$ cat config.mk
export PLATFORM = sky130hd
export DESIGN_NAME = mips_multicycle_ctrl_flat
export DESIGN_NICKNAME = d
export VERILOG_FILES = /design/src/rtl/mips_multicycle_ctrl_pkg.sv /design/src/rtl/mips_multicycle_ctrl_if.sv /design/src/rtl/mips_multicycle_ctrl_op_classify.sv /design/src/rtl/mips_multicycle_ctrl.sv /design/src/flat_wrapper.sv
export SDC_FILE = /design/constraint.sdc
export NUM_CORES = 1
export LEC_CHECK = 0
export BUFFER_PORTS_ARGS = -buffer_cell sky130_fd_sc_hd__buf_2
export CELL_PAD_IN_SITES_DETAIL_PLACEMENT = 0
export CELL_PAD_IN_SITES_GLOBAL_PLACEMENT = 1
export CORE_MARGIN = 3
export CORE_UTILIZATION = 27
export DETAILED_ROUTE_END_ITERATION = 10
export PLACE_DENSITY = 0.87
export SLEW_MARGIN = 20
export SYNTH_ARGS = -nofsm -noshare
export SYNTH_HDL_FRONTEND = slang
export SYNTH_SLANG_ARGS = --single-unit
$ cat constraint.sdc
create_clock -name clk -period 1.87 [get_ports clk]
set_input_delay 0.2805 -clock clk [delete_from_list [all_inputs] [get_ports clk]]
set_output_delay 0.2805 -clock clk [all_outputs]
set_load 0.005 [all_outputs]
$ cat src/rtl/mips_multicycle_ctrl_pkg.sv
// mips_ctrl_pkg: state encodings, opcodes, ALU classes and datapath select codes
// shared by the multicycle MIPS control unit.
package mips_ctrl_pkg;
    typedef logic [3:0] state_t;
    localparam state_t S_FETCH     = 4'd0;
    localparam state_t S_DECODE    = 4'd1;
    localparam state_t S_MEMADDR   = 4'd2;
    localparam state_t S_MEMRD     = 4'd3;
    localparam state_t S_MEMWB     = 4'd4;
    localparam state_t S_MEMWR     = 4'd5;
    localparam state_t S_EXEC      = 4'd6;
    localparam state_t S_RWB       = 4'd7;
    localparam state_t S_IEXEC_ADD = 4'd8;
    localparam state_t S_IEXEC_IMM = 4'd9;
    localparam state_t S_IWB       = 4'd10;
    localparam state_t S_BRANCH    = 4'd11;
    localparam state_t S_JUMP      = 4'd12;
    localparam state_t S_JAL       = 4'd13;
    localparam state_t S_JR        = 4'd14;
    localparam state_t S_TRAP      = 4'd15;

    localparam logic [5:0] OP_RTYPE = 6'h00, OP_J    = 6'h02, OP_JAL  = 6'h03;
    localparam logic [5:0] OP_BEQ   = 6'h04, OP_BNE  = 6'h05, OP_BGTZ = 6'h07;
    localparam logic [5:0] OP_ADDI  = 6'h08, OP_SLTI = 6'h0A, OP_ANDI = 6'h0C, OP_ORI = 6'h0D;
    localparam logic [5:0] OP_LB    = 6'h20, OP_LH   = 6'h21, OP_LW   = 6'h23;
    localparam logic [5:0] OP_SB    = 6'h28, OP_SH   = 6'h29, OP_SW   = 6'h2B;
    localparam logic [5:0] FUNCT_JR = 6'h08;

    localparam logic [1:0] ALU_ADD = 2'd0, ALU_SUB = 2'd1, ALU_FUNCT = 2'd2, ALU_IMM = 2'd3;
    localparam logic [1:0] PC_ALU = 2'd0, PC_ALUOUT = 2'd1, PC_JUMP = 2'd2, PC_RS = 2'd3;
    localparam logic [1:0] RD_RT = 2'd0, RD_RD = 2'd1, RD_RA = 2'd2;
    localparam logic [1:0] M2R_ALU = 2'd0, M2R_MDR = 2'd1, M2R_PC = 2'd2;
    localparam logic [1:0] SRCB_RT = 2'd0, SRCB_4 = 2'd1, SRCB_IMM = 2'd2, SRCB_IMM4 = 2'd3;

    typedef enum logic [3:0] {
        C_LOAD, C_STORE, C_RTYPE, C_JR, C_BRANCH, C_IADD, C_IIMM, C_J, C_JAL, C_ILLEGAL
    } op_class_t;
endpackage

$ cat src/rtl/mips_multicycle_ctrl_if.sv
// mips_multicycle_ctrl_if: IR/memory inputs and datapath control outputs of the
// multicycle control unit; master is the controller, slave the datapath.
interface mips_multicycle_ctrl_if #(parameter int ALUOP_W = 2);
    logic [31:0]        instr;
    logic               mem_ready;
    logic               pc_write;
    logic               pc_write_cond;
    logic [1:0]         branch_type;
    logic [1:0]         pc_source;
    logic               iord;
    logic               mem_read;
    logic               mem_write;
    logic               ir_write;
    logic               reg_write;
    logic [1:0]         reg_dst;
    logic [1:0]         mem_to_reg;
    logic               alu_src_a;
    logic [1:0]         alu_src_b;
    logic [ALUOP_W-1:0] alu_op;
    logic               illegal;
    logic [3:0]         state_o;

    modport master (
        input  instr, mem_ready,
        output pc_write, pc_write_cond, branch_type, pc_source, iord, mem_read, mem_write,
               ir_write, reg_write, reg_dst, mem_to_reg, alu_src_a, alu_src_b, alu_op,
               illegal, state_o
    );
    modport slave (
        output instr, mem_ready,
        input  pc_write, pc_write_cond, branch_type, pc_source, iord, mem_read, mem_write,
               ir_write, reg_write, reg_dst, mem_to_reg, alu_src_a, alu_src_b, alu_op,
               illegal, state_o
    );
endinterface

$ cat src/rtl/mips_multicycle_ctrl_op_classify.sv
// mips_op_classify: maps the IR opcode/funct to an instruction class and the
// branch comparison type (0 beq, 1 bne, 2 bgtz).
module mips_op_classify
    import mips_ctrl_pkg::*;
(
    input  logic [31:0] instr,
    output op_class_t   cls,
    output logic [1:0]  branch_type
);
    logic [5:0] op;
    assign op = instr[31:26];
    assign branch_type = op == OP_BNE ? 2'd1 : op == OP_BGTZ ? 2'd2 : 2'd0;

    always_comb begin
        cls = C_ILLEGAL;
        case (op)
            OP_LW, OP_LB, OP_LH:           cls = C_LOAD;
            OP_SW, OP_SB, OP_SH:           cls = C_STORE;
            OP_RTYPE:                      cls = instr[5:0] == FUNCT_JR ? C_JR : C_RTYPE;
            OP_BEQ, OP_BNE, OP_BGTZ:       cls = C_BRANCH;
            OP_ADDI:                       cls = C_IADD;
            OP_ANDI, OP_ORI, OP_SLTI:      cls = C_IIMM;
            OP_J:                          cls = C_J;
            OP_JAL:                        cls = C_JAL;
            default:                       cls = C_ILLEGAL;
        endcase
    end
endmodule

$ cat src/rtl/mips_multicycle_ctrl.sv
// mips_multicycle_ctrl: registered FSM sequencing fetch/decode/execute/memory/
// writeback with a memory-ready handshake and illegal-opcode trap.
module mips_multicycle_ctrl
    import mips_ctrl_pkg::*;
#(
    parameter int ALUOP_W       = 2,
    parameter bit MEM_HANDSHAKE = 1'b1,
    parameter bit TRAP_ILLEGAL  = 1'b1
) (
    input logic                   clk,
    input logic                   rst,
    mips_multicycle_ctrl_if.master bus
);
    state_t    st, nx;
    op_class_t cls;
    logic [1:0] bt, aop;
    logic      ready;

    mips_op_classify u_classify (.instr(bus.instr), .cls(cls), .branch_type(bt));

    assign ready = MEM_HANDSHAKE ? bus.mem_ready : 1'b1;

    always_ff @(posedge clk)
        st <= !rst ? S_FETCH : nx;

    always_comb begin
        nx = S_FETCH;
        case (st)
            S_FETCH:   nx = ready ? S_DECODE : S_FETCH;
            S_DECODE:
                case (cls)
                    C_LOAD, C_STORE: nx = S_MEMADDR;
                    C_RTYPE:         nx = S_EXEC;
                    C_JR:            nx = S_JR;
                    C_BRANCH:        nx = S_BRANCH;
                    C_IADD:          nx = S_IEXEC_ADD;
                    C_IIMM:          nx = S_IEXEC_IMM;
                    C_J:             nx = S_JUMP;
                    C_JAL:           nx = S_JAL;
                    default:         nx = S_TRAP;
                endcase
            S_MEMADDR: nx = cls == C_LOAD ? S_MEMRD : S_MEMWR;
            S_MEMRD:   nx = ready ? S_MEMWB : S_MEMRD;
            S_MEMWR:   nx = ready ? S_FETCH : S_MEMWR;
            S_EXEC:    nx = S_RWB;
            S_IEXEC_ADD, S_IEXEC_IMM: nx = S_IWB;
            S_TRAP:    nx = TRAP_ILLEGAL ? S_TRAP : S_FETCH;
            default:   nx = S_FETCH;
        endcase
    end

    // every output is qualified by rst so an asserted reset silences the datapath at once
    assign bus.state_o       = rst ? st : S_FETCH;
    assign bus.pc_write      = rst && ((st == S_FETCH && ready) || st == S_JUMP || st == S_JAL || st == S_JR);
    assign bus.ir_write      = rst && st == S_FETCH && ready;
    assign bus.mem_write     = rst && st == S_MEMWR && ready;
    assign bus.mem_read      = rst && (st == S_FETCH || st == S_MEMRD);
    assign bus.iord          = rst && (st == S_MEMRD || st == S_MEMWR);
    assign bus.pc_write_cond = rst && st == S_BRANCH;
    assign bus.branch_type   = rst && st == S_BRANCH ? bt : 2'd0;
    assign bus.reg_write     = rst && (st == S_MEMWB || st == S_RWB || st == S_IWB || st == S_JAL);
    assign bus.illegal       = rst && st == S_TRAP;
    assign bus.alu_src_a     = rst && (st == S_MEMADDR || st == S_EXEC || st == S_IEXEC_ADD ||
                                       st == S_IEXEC_IMM || st == S_BRANCH);
    assign bus.pc_source     = !rst ? PC_ALU : st == S_BRANCH ? PC_ALUOUT :
                               (st == S_JUMP || st == S_JAL) ? PC_JUMP : st == S_JR ? PC_RS : PC_ALU;
    assign bus.reg_dst       = !rst ? RD_RT : st == S_RWB ? RD_RD : st == S_JAL ? RD_RA : RD_RT;
    assign bus.mem_to_reg    = !rst ? M2R_ALU : st == S_MEMWB ? M2R_MDR : st == S_JAL ? M2R_PC : M2R_ALU;
    assign bus.alu_src_b     = !rst ? SRCB_RT : st == S_FETCH ? SRCB_4 : st == S_DECODE ? SRCB_IMM4 :
                               (st == S_MEMADDR || st == S_IEXEC_ADD || st == S_IEXEC_IMM) ? SRCB_IMM : SRCB_RT;
    assign aop               = !rst ? ALU_ADD : st == S_EXEC ? ALU_FUNCT : st == S_BRANCH ? ALU_SUB :
                               st == S_IEXEC_IMM ? ALU_IMM : ALU_ADD;
    assign bus.alu_op        = ALUOP_W'(aop);
endmodule

$ cat src/flat_wrapper.sv
// flat-port wrapper written by rule: the top's interface ports become plain ports
module mips_multicycle_ctrl_flat import mips_ctrl_pkg::*;
#(
    parameter int ALUOP_W       = 2,
    parameter bit MEM_HANDSHAKE = 1'b1,
    parameter bit TRAP_ILLEGAL  = 1'b1
)
  (clk, rst, bus_instr, bus_mem_ready, bus_pc_write, bus_pc_write_cond, bus_branch_type, bus_pc_source, bus_iord, bus_mem_read, bus_mem_write, bus_ir_write, bus_reg_write, bus_reg_dst, bus_mem_to_reg, bus_alu_src_a, bus_alu_src_b, bus_alu_op, bus_illegal, bus_state_o);
  mips_multicycle_ctrl_if #(.ALUOP_W(ALUOP_W)) bus_i ();
  input logic clk;
  input logic rst;
  input wire logic [$bits(bus_i.instr)-1:0] bus_instr;
  input wire logic [$bits(bus_i.mem_ready)-1:0] bus_mem_ready;
  output wire logic [$bits(bus_i.pc_write)-1:0] bus_pc_write;
  output wire logic [$bits(bus_i.pc_write_cond)-1:0] bus_pc_write_cond;
  output wire logic [$bits(bus_i.branch_type)-1:0] bus_branch_type;
  output wire logic [$bits(bus_i.pc_source)-1:0] bus_pc_source;
  output wire logic [$bits(bus_i.iord)-1:0] bus_iord;
  output wire logic [$bits(bus_i.mem_read)-1:0] bus_mem_read;
  output wire logic [$bits(bus_i.mem_write)-1:0] bus_mem_write;
  output wire logic [$bits(bus_i.ir_write)-1:0] bus_ir_write;
  output wire logic [$bits(bus_i.reg_write)-1:0] bus_reg_write;
  output wire logic [$bits(bus_i.reg_dst)-1:0] bus_reg_dst;
  output wire logic [$bits(bus_i.mem_to_reg)-1:0] bus_mem_to_reg;
  output wire logic [$bits(bus_i.alu_src_a)-1:0] bus_alu_src_a;
  output wire logic [$bits(bus_i.alu_src_b)-1:0] bus_alu_src_b;
  output wire logic [$bits(bus_i.alu_op)-1:0] bus_alu_op;
  output wire logic [$bits(bus_i.illegal)-1:0] bus_illegal;
  output wire logic [$bits(bus_i.state_o)-1:0] bus_state_o;
  assign bus_i.instr = bus_instr;
  assign bus_i.mem_ready = bus_mem_ready;
  assign bus_pc_write = bus_i.pc_write;
  assign bus_pc_write_cond = bus_i.pc_write_cond;
  assign bus_branch_type = bus_i.branch_type;
  assign bus_pc_source = bus_i.pc_source;
  assign bus_iord = bus_i.iord;
  assign bus_mem_read = bus_i.mem_read;
  assign bus_mem_write = bus_i.mem_write;
  assign bus_ir_write = bus_i.ir_write;
  assign bus_reg_write = bus_i.reg_write;
  assign bus_reg_dst = bus_i.reg_dst;
  assign bus_mem_to_reg = bus_i.mem_to_reg;
  assign bus_alu_src_a = bus_i.alu_src_a;
  assign bus_alu_src_b = bus_i.alu_src_b;
  assign bus_alu_op = bus_i.alu_op;
  assign bus_illegal = bus_i.illegal;
  assign bus_state_o = bus_i.state_o;
  mips_multicycle_ctrl #(.ALUOP_W(ALUOP_W), .MEM_HANDSHAKE(MEM_HANDSHAKE), .TRAP_ILLEGAL(TRAP_ILLEGAL)) u_core (.clk(clk), .rst(rst), .bus(bus_i));
endmodule
* Word level (Yosys, flattened, before mapping) *
Memories as Yosys holds them, arrays and structs flattened.
Index checks and enable logic that the tools add are counted.

storage, ports and cells
  output and inout bits = 25
  memories kept = 1
  flip-flop bits (word level) = 4
  input port bits = 35
  bits in read-only memories = 64
  word-level logic and storage cells = 96

cells by class
  equality and inequality tests = 31
  multiplexer cells = 28
  reduce and logical (&&, ||, !) cells = 35

memory list
  name             words  width  rd ports  clocked after Yosys merged registers in  wr ports  RTL line                    text
  (no name shown)  16     4      1         0                                        0         mips_multicycle_ctrl.sv:31  case (cls)

operators by type and width
  operator                                             count
  one-hot mux 4 bit (8 select lines)                   2
  2-to-1 mux 2 bit                                     20
  equality test 6 bit, second input constant           6
  equality test 4 bit, second input constant           8
  equality test 6 x 4 -> 1 bit, second input constant  5
  equality test 6 x 3 -> 1 bit, second input constant  3
  equality test 4 x 3 -> 1 bit, second input constant  4
  logical OR 1 bit                                     15
  equality test 6 x 2 -> 1 bit, second input constant  2
  logical AND 1 bit                                    12
  OR reduction 3 bit                                   4
  2-to-1 mux 3 bit                                     3
  equality test 4 x 2 -> 1 bit, second input constant  2
  zero test 4 bit                                      2
  zero test 6 bit                                      1
  equality test 4 x 1 -> 1 bit, second input constant  1
  2-to-1 mux 4 bit                                     1
  2-to-1 mux 1 bit                                     2
  OR reduction 2 bit                                   1

* Logic depth before layout (Yosys ltp) *
Gate-level depths: netlist of the first run.

  depth in word-level cells = 7
  gate-level depth with buffers = 6
  mapped depth without buffers = 5

* Cells and area by module *
A second synthesis of the first run with hierarchy kept.

unflattened totals
  cell total of the unflattened synthesis = 130
  area, all modules = 855.8 µm²

by module, submodules not included
  module                instances  area each (µm²)  cells each
  mips_multicycle_ctrl  1          633.1            97
  mips_op_classify      1          222.7            33

* Worst setup path after synthesis of the first run *
Ideal clock, no wire load.

  path kind = register -> output
  start point = register u_core.st[3]
  end point = output bus_branch_type[0]
  buffers on the path = 1
  required time = 1.590 ns
  stages on the path, launching flop included = 6
  data arrival time = 1.202 ns
  setup slack = 0.388 ns
  cell sequence = dfxtp_1 -> buf_2 -> nor2b_1 -> nand3_1 -> nor4_1 -> nor2b_1

between the ends
  word-level cells in the longest chain between the ends = 3

RTL lines
  what                      RTL line                    text
  start: declaration        mips_multicycle_ctrl.sv:14  state_t st, nx;
  start signal: assignment  mips_multicycle_ctrl.sv:24  st <= !rst ? S_FETCH : nx;
  equality test 4 bit       mips_multicycle_ctrl.sv:60  assign bus.branch_type = rst && st == S_BRANCH ? bt : 2'd0;
  logical AND 1 bit         mips_multicycle_ctrl.sv:60
  2-to-1 mux 2 bit          mips_multicycle_ctrl.sv:60
  end: declaration          flat_wrapper.sv:16          output wire logic [$bits(bus_i.branch_type)-1:0] bus_branch_type;

Every way passes these cells.

* Worst setup path in the final report of the first run *
  start point = register u_core.st[2]
  end point = output bus_pc_write

between the ends
  word-level cells in the longest chain between the ends = 6
  elaborated cells on any way between the ends = 9

RTL lines
  what                            RTL line                    text
  zero test 4 bit                 mips_multicycle_ctrl.sv:54  assign bus.pc_write = rst && ((st == S_FETCH && ready) || st == S_JUMP || st == S_JAL || st == S_JR);
  logical AND 1 bit               mips_multicycle_ctrl.sv:54
  logical OR 1 bit (2 in series)  mips_multicycle_ctrl.sv:54
  logical OR 1 bit (*)            mips_multicycle_ctrl.sv:54
  logical AND 1 bit (*)           mips_multicycle_ctrl.sv:54
  end: declaration                flat_wrapper.sv:14          output wire logic [$bits(bus_i.pc_write)-1:0] bus_pc_write;

Every way passes the cells marked *; elsewhere a longest branch is shown, timed or not.

==> parameters.txt, run 1 <==
Parameter                              Value

Run status
  Result of the run    completed

Synthesis
  Synth Net Count    ~180
  Number of standard cells after synthesis    between 100 and 150
  Mean instance size in the synthesized netlist    between 6 and 7 µm²
  Fraction of registers with async set/reset    0%
  Cell area after synthesis    slightly above 900 µm²
  EDFF count, synth    0
  Ys flop type    dfxtp_1
  Part of the Yosys area used for sequential elements    around 8.8%
  Yosys top cell area share    roughly 9%
  Most frequent cell after synthesis    nor2_1
  Synth area leaders    dfxtp_1 (8.8%), nand2b_1 (6.9%), nor2_1 (6.6%), buf_2 (6.1%), nand2_1 (5.0%)
  Warnings, synthesis    0
  Flip-flop and latch count after synthesis    4
  Cell taking the most area after synthesis    dfxtp_1
  Number of distinct library cell variants in the gate-level netlist after synthesis    46
  Post-synth top cells    nor2_1 (16), nand2_1 (12), buf_2 (11)

Layout
  Biggest registers after layout    u_core.st x4
  Area Overhead vs Synth    27.21%
  Flip-flop and latch area    ~85 µm²
  Area of combinational cells with multiple inputs    between 700 and 800 µm²
  Filler cell count in the final layout    between 300 and 400
  Register name with the most flops    u_core.st
  Share of layout cells above drive strength 1    33.53%
  Final net count    210
  Ant. Diodes    0
  Max reg flops    4
  Post-route non-filler standard cell count    217

GRT
  Global-route wire length before repair    between 4 and 5 mm
  Antenna violations before repair    0
  Grt total ovfl    0
  Via count of the first global-routing pass    a little over 900
  Global Route Usage Sum    between 10% and 20%
  Pin count of the biggest net entering global routing    16

Pwr
  Pwr dens    ~1100 mW/mm²
  Overall power    ~1300 µW
  Worst supply voltage drop on vdd    0.3339 mV
  Leakage dissipation    0.0005318 µW

STA
  Setup repair after global routing missed its margin    true
  Final worst path period need    1725 ps
  Timing-limited maximum frequency    just under 600 MHz
  Period Utilization, post-route    between 90% and 100%
  Number of failing setup endpoints in the final timing report    0
  Hold_ws    between 400 and 500 ps
  Final-report max-slew violation count    0
  Final setup TNS    0 ps
  Setup Skew    around 0.53 ps
  Relative slew slack    about three quarters
  Worst Tran Pin Value    approximately 370 ps
  Final Hold Violating Endpoints    0

Setup path
  Worst r2r src    u_core.st[1]
  Endpoint class of the critical path    primary output
  Worst Setup Path Type    flip-flop to primary output
  Number of cell instances on the worst register-to-register path    5
  Register-to-register setup slack    330 ps
  Critical path arrival    1440 ps
  CP required    between 1500 and 2000 ps
  Largest fanout on the critical path    7
  FF-to-FF End    u_core.st[2]
  Nature of the critical path startpoint    flip-flop

Placement
  Count of port buffers added during placement    39
  Routability-driven placement congestion ratio    around 0.84
  Final HPWL DP    around 1.9 mm
  Placed cell count    between 200 and 250

Clocking
  Buffer levels on the longest clock path    2
  Clock root buffer master    clkbuf_4
  Clock tree sinks    4
  Num CTS Buffers    3
  Clock slew at the register clock pins of the worst setup and hold paths    40 ps
  Clock insertion delay at the later pin of the skew report    230 ps
  Number of levels the H-tree was split into    1
  Clock tree from TritonCTS    yes
  Post-CTS Setup Repair Bufs    0

Routing
  Routed length per placed instance    roughly 11 µm
  Routed vias/inst    between 4 and 5
  Wire length reported by the detailed router    about 2.5 mm
  Via total after detailed routing    about 1100
  Remaining antenna violation count    0
  1st-iter DRT viols    63
  Detailed-routing iteration count for the pre-antenna-repair pass    4
  Drc violations    0

Floorplan
  Die span in x    about 64 µm
  IO Pins    60
  Area inside the core boundary    around 0.0031 mm²
  Vertical die dimension    around 64 µm
  Die Outline Area    0.004086 mm²
  Core Rows    20
  Effective utilization at floorplan    approximately 29%

Flow run
  Reported max-cap violation count    0

Min path
  Path class of the lowest-slack min-delay path    input pin to flip-flop
  Startpoint of the lowest-slack hold path    rst
  Worst Hold Depth    3
  Capture endpoint of the worst hold path    u_core.st[0]
[metal layers]
layer	up-vias	GRT usage [%]	share of wire [%]
li1	567	-	-
met1	459	17.21	50
met2	32	19.74	43
met3	0	2.460	6.7
met4	0	2.426	0
met5	-	0	0
[cell families after synthesis]
group / Yosys count / share of synthesized area [%]
and+or+nand+nor: 78 / 47.51
xor gates and xnor gates: 2 / 1.934
muxes: 2 / 2.210
DFF: 4 / 8.840
buffers and inverters: 20 / 11.88
AOI/OAI and AO/OA: 34 / 27.63
[how the worst max path moves through the flow]
stage	endpoint	startpoint
after floorplan	bus_branch_type[0]	u_core.st[3]
after global placement	bus_branch_type[0]	u_core.st[0]
after detailed placement	bus_branch_type[0]	u_core.st[0]
after CTS	bus_branch_type[0]	u_core.st[3]
after global routing	bus_pc_write	u_core.st[2]
final	bus_pc_write	u_core.st[2]
[critical path, stage by stage (launching register included)]
cell and delay [ps]:
dfxtp_1 370, nor2_1 230, nand2_1 130, nor4_1 240
or2_1 150, buf_2 100
[cells in the final DEF (no fill, tap or decap), types with 6 or more instances in the layout]
cell type,synthesis,routed
buf_2,11,39
nor2_1,16,16
nand2_1,12,12
nand2b_1,10,9
and2_1,7,7
o21ai_0,7,7
a21oi_1,6,6
[area by class of cell]
class / instances / area share (%)
multi-input combinational: 116 / 63.08
timing repair buffer: 45 / 21.17
sequential: 4 / 7.383
clock buffer: 3 / 1.954
tap: 44 / 4.777
inverter: 5 / 1.629
[report_power, final]
part / switching (µW) / internal [µW] / total, µW
clock network: 33.0 / 71.6 / 105
logic: 524 / 427 / 951
registers: 68.0 / 132 / 200
total: 626 / 631 / 1260
[what timing repair did]
item                       CTS  global route
setup endpoints to repair    3             6
gates cloned                 0             0
pin swaps                    0             1
gates resized for setup      2             4
hold buffers                 0             0
[stage by stage]
| stage | area (µm²) | worst slack (ps) | util, % |
|---|---|---|---|
| final | 1152 | 145.0 | 36.84 |
| after global routing | 1152 | -13.45 | 36.84 |
| after CTS | 1142 | 14.49 | 36.52 |
| after detailed placement | 1112 | 135.7 | 35.56 |
| after global placement | 1112 | 159.7 | 35.56 |
| after floorplan | 905.9 | 388.0 | - |
Power figures use the tool's default switching activity.
==> run 2, diff against run 1 <==
--- a/config.mk
+++ b/config.mk
@@ -5,13 +5,16 @@
 export SDC_FILE = /design/constraint.sdc
 export NUM_CORES = 1
 export LEC_CHECK = 0
+export ABC_AREA = 1
 export BUFFER_PORTS_ARGS = -buffer_cell sky130_fd_sc_hd__buf_2
+export CAP_MARGIN = 10
 export CELL_PAD_IN_SITES_DETAIL_PLACEMENT = 0
 export CELL_PAD_IN_SITES_GLOBAL_PLACEMENT = 1
 export CORE_MARGIN = 3
-export CORE_UTILIZATION = 27
+export CORE_UTILIZATION = 23
+export CTS_CLUSTER_SIZE = 10
 export DETAILED_ROUTE_END_ITERATION = 10
-export PLACE_DENSITY = 0.87
+export PLACE_DENSITY = 0.86
 export SLEW_MARGIN = 20
 export SYNTH_ARGS = -nofsm -noshare
 export SYNTH_HDL_FRONTEND = slang
==> run 2 against run 1 <==
Net effect:
- power shrank 30%
- global-route usage shrank 1.8 points
- setup slack gained 59 ps
- core utilization shrank 3.7 points
- combinational power shrank 41%
- non-clock buffer count shrank 5
- sequential share of layout area grew 1.0 points
- worst hold slack gained 11 ps
- wire length shrank 14%
- critical path type unchanged
- critical endpoint is now bus_branch_type[0]
- highest routed layer is now met4
==> parameters.txt, run 2 <==
Parameter                              Value

Run status
  Result of the run    completed

Synthesis
  Number of standard cells after synthesis    about 140
  Synth area leaders    nor2_1 (14%), dfxtp_1 (11%), nand3_1 (11%), inv_1 (8.9%), nand2_1 (8.4%)
  Ys flop type    dfxtp_1
  Yosys top cell area share    about 14%
  Cell area after synthesis    ~760 µm²
  Synth Net Count    roughly 180
  Mean instance size in the synthesized netlist    between 5 and 6 µm²
  Cell taking the most area after synthesis    nor2_1
  Most frequent cell after synthesis    nor2_1
  Warnings, synthesis    0
  Number of distinct library cell variants in the gate-level netlist after synthesis    26
  Part of the Yosys area used for sequential elements    10.56%
  Flip-flop and latch count after synthesis    4
  EDFF count, synth    0
  Post-synth top cells    nor2_1 (28), inv_1 (18), nand2_1 (17)
  Fraction of registers with async set/reset    0%

Clocking
  Post-CTS Setup Repair Bufs    0
  Clock tree sinks    4
  Clock slew at the register clock pins of the worst setup and hold paths    about 40 ps
  Num CTS Buffers    3
  Clock insertion delay at the later pin of the skew report    ~230 ps
  Buffer levels on the longest clock path    2
  Number of levels the H-tree was split into    1
  Clock tree from TritonCTS    yes
  Clock root buffer master    clkbuf_4

Floorplan
  Effective utilization at floorplan    around a quarter
  IO Pins    60
  Area inside the core boundary    roughly 0.0031 mm²
  Die span in x    between 60 and 70 µm
  Core Rows    20
  Die Outline Area    0.004021 mm²
  Vertical die dimension    ~63 µm

GRT
  Global-route wire length before repair    3.470 mm
  Global Route Usage Sum    about a tenth
  Grt total ovfl    0
  Via count of the first global-routing pass    approximately 860
  Pin count of the biggest net entering global routing    18
  Antenna violations before repair    0

Layout
  Share of layout cells above drive strength 1    between 40 and 50%
  Post-route design area    between 0.001 and 0.0015 mm²
  Max reg flops    4
  Register name with the most flops    u_core.st
  Ant. Diodes    0
  Most common cell after layout, fill and taps aside    buf_2
  Commonest non-fill, non-tap cells in the layout    buf_2 (39), nor2_1 (28), inv_1 (18), nand2_1 (17), nand3_1 (16)
  Final net count    220
  Area Overhead vs Synth    35.64%
  Final core utilization    between 30 and 40%
  Biggest registers after layout    u_core.st x4

STA
  Worst setup slack after layout    204.1 ps
  Setup repair after global routing missed its margin    false
  Number of failing setup endpoints in the final timing report    0
  Relative slew slack    79.17%
  Final Hold Violating Endpoints    0
  Period Utilization, post-route    between 80% and 90%
  Timing-limited maximum frequency    about 600 MHz
  Final-report max-slew violation count    0
  Setup Skew    slightly above 1 ps
  Final setup TNS    0 ps
  Worst Tran Pin Value    309.6 ps
  Final worst path period need    roughly 1700 ps
  Hold_ws    420.5 ps

Routing
  Drc violations    0
  Detailed-routing iteration count for the pre-antenna-repair pass    4
  Routed length per placed instance    9.414 µm
  Wire length reported by the detailed router    approximately 2.1 mm
  1st-iter DRT viols    between 40 and 50
  Remaining antenna violation count    0
  Routed vias/inst    roughly 4.4
  Via total after detailed routing    between 1000 and 1500

Setup path
  Worst Setup Path Type    flip-flop to primary output
  Maximum single-stage delay on the critical path    370 ps
  CP required    roughly 1600 ps
  Nature of the critical path startpoint    flip-flop
  Endpoint class of the critical path    primary output
  Most prevalent standard cell on the critical path    inv_2
  CP delay by family, top    simple AND/OR/NAND/NOR gates
  Sum of buffers and inverters on the critical path    5
  Critical path arrival    around 1400 ps
  Worst-path cell with the longest stage delay    dfxtp_4
  Cells traversed along the worst timing path    inv_2, nor2_4, inv_2, nor2_2, inv_2, nor2_4, inv_2, nor4_2, buf_2
  Largest fanout on the critical path    5

Pwr
  Pwr dens    855.0 mW/mm²
  Worst supply voltage drop on vdd    0.2242 mV
  Leakage dissipation    between 0.0005 and 0.0006 µW

Placement
  Setup WS pre-CTS    between 300 and 400 ps
  Routability-driven placement congestion ratio    roughly 0.86
  Count of port buffers added during placement    39
  Final HPWL DP    1.784 mm
  Instance area after placement    slightly below 0.001 mm²

Min path
  Path class of the lowest-slack min-delay path    input pin to flip-flop

Flow run
  Reported max-cap violation count    0
[run 2: metal layers]
layer	vias to the layer above	part of all wire, %	GRT usage, %
met5	-	0	0
met4	0	1.3	4.852
met3	2	7.3	2.852
met2	34	46	17.86
met1	431	45	12.34
li1	539	-	-
[run 2: worst paths after layout]
| kind | to | cells after the start | from | slack [ps] |
|---|---|---|---|---|
| worst max register to register | u_core.st[0] | 7 | u_core.st[0] | 540 |
| worst min register to register | u_core.st[3] | 3 | u_core.st[1] | 700 |
| worst max-delay path | bus_branch_type[0] | 9 | u_core.st[3] | 200 |
| worst min-delay path | u_core.st[1] | 4 | bus_instr[29] | 420 |
[run 2: report_power, final]
part | switching [µW] | total (µW) | internal, µW | leakage, µW
Combinational | 344 | 565 | 221 | 0.000500
Clock | 33.4 | 105 | 71.7 | 0.0000138
Sequential | 78.9 | 209 | 130 | 0.0000344
[run 2: per-stage QoR]
step	power [µW]	instances
finish	879.4	227
global route	969.6	227
CTS	869.2	227
detailed placement	760.5	224
global placement	760.8	224
floorplan	587.7	143
[run 2: cell families after synthesis]
kind of cell	share of synthesized area (%)
flip-flops	10.56
AND/OR/NAND/NOR	57.43
buffers and inverters	17.16
AO/OA/AOI/OAI	14.85
[run 2: timing repair]
item	in CTS	in global routing
hold buffers	0	0
endpoints found under the setup margin	0	4
gates resized for setup	0	5
[run 2: area by class of cell]
cell class	count	area, µm²
fill	373	2074
multi-input combinational	107	553.0
inverter	29	108.9
clock buffer	3	22.52
sequential	4	86.33
tap	44	55.05
timing repair buffer	40	202.7
[run 2: worst min-delay path, cell delays in order]
cell and delay, ps:
buf_2 100, nor2_2 70, nand3_1 80, a31oi_1 70
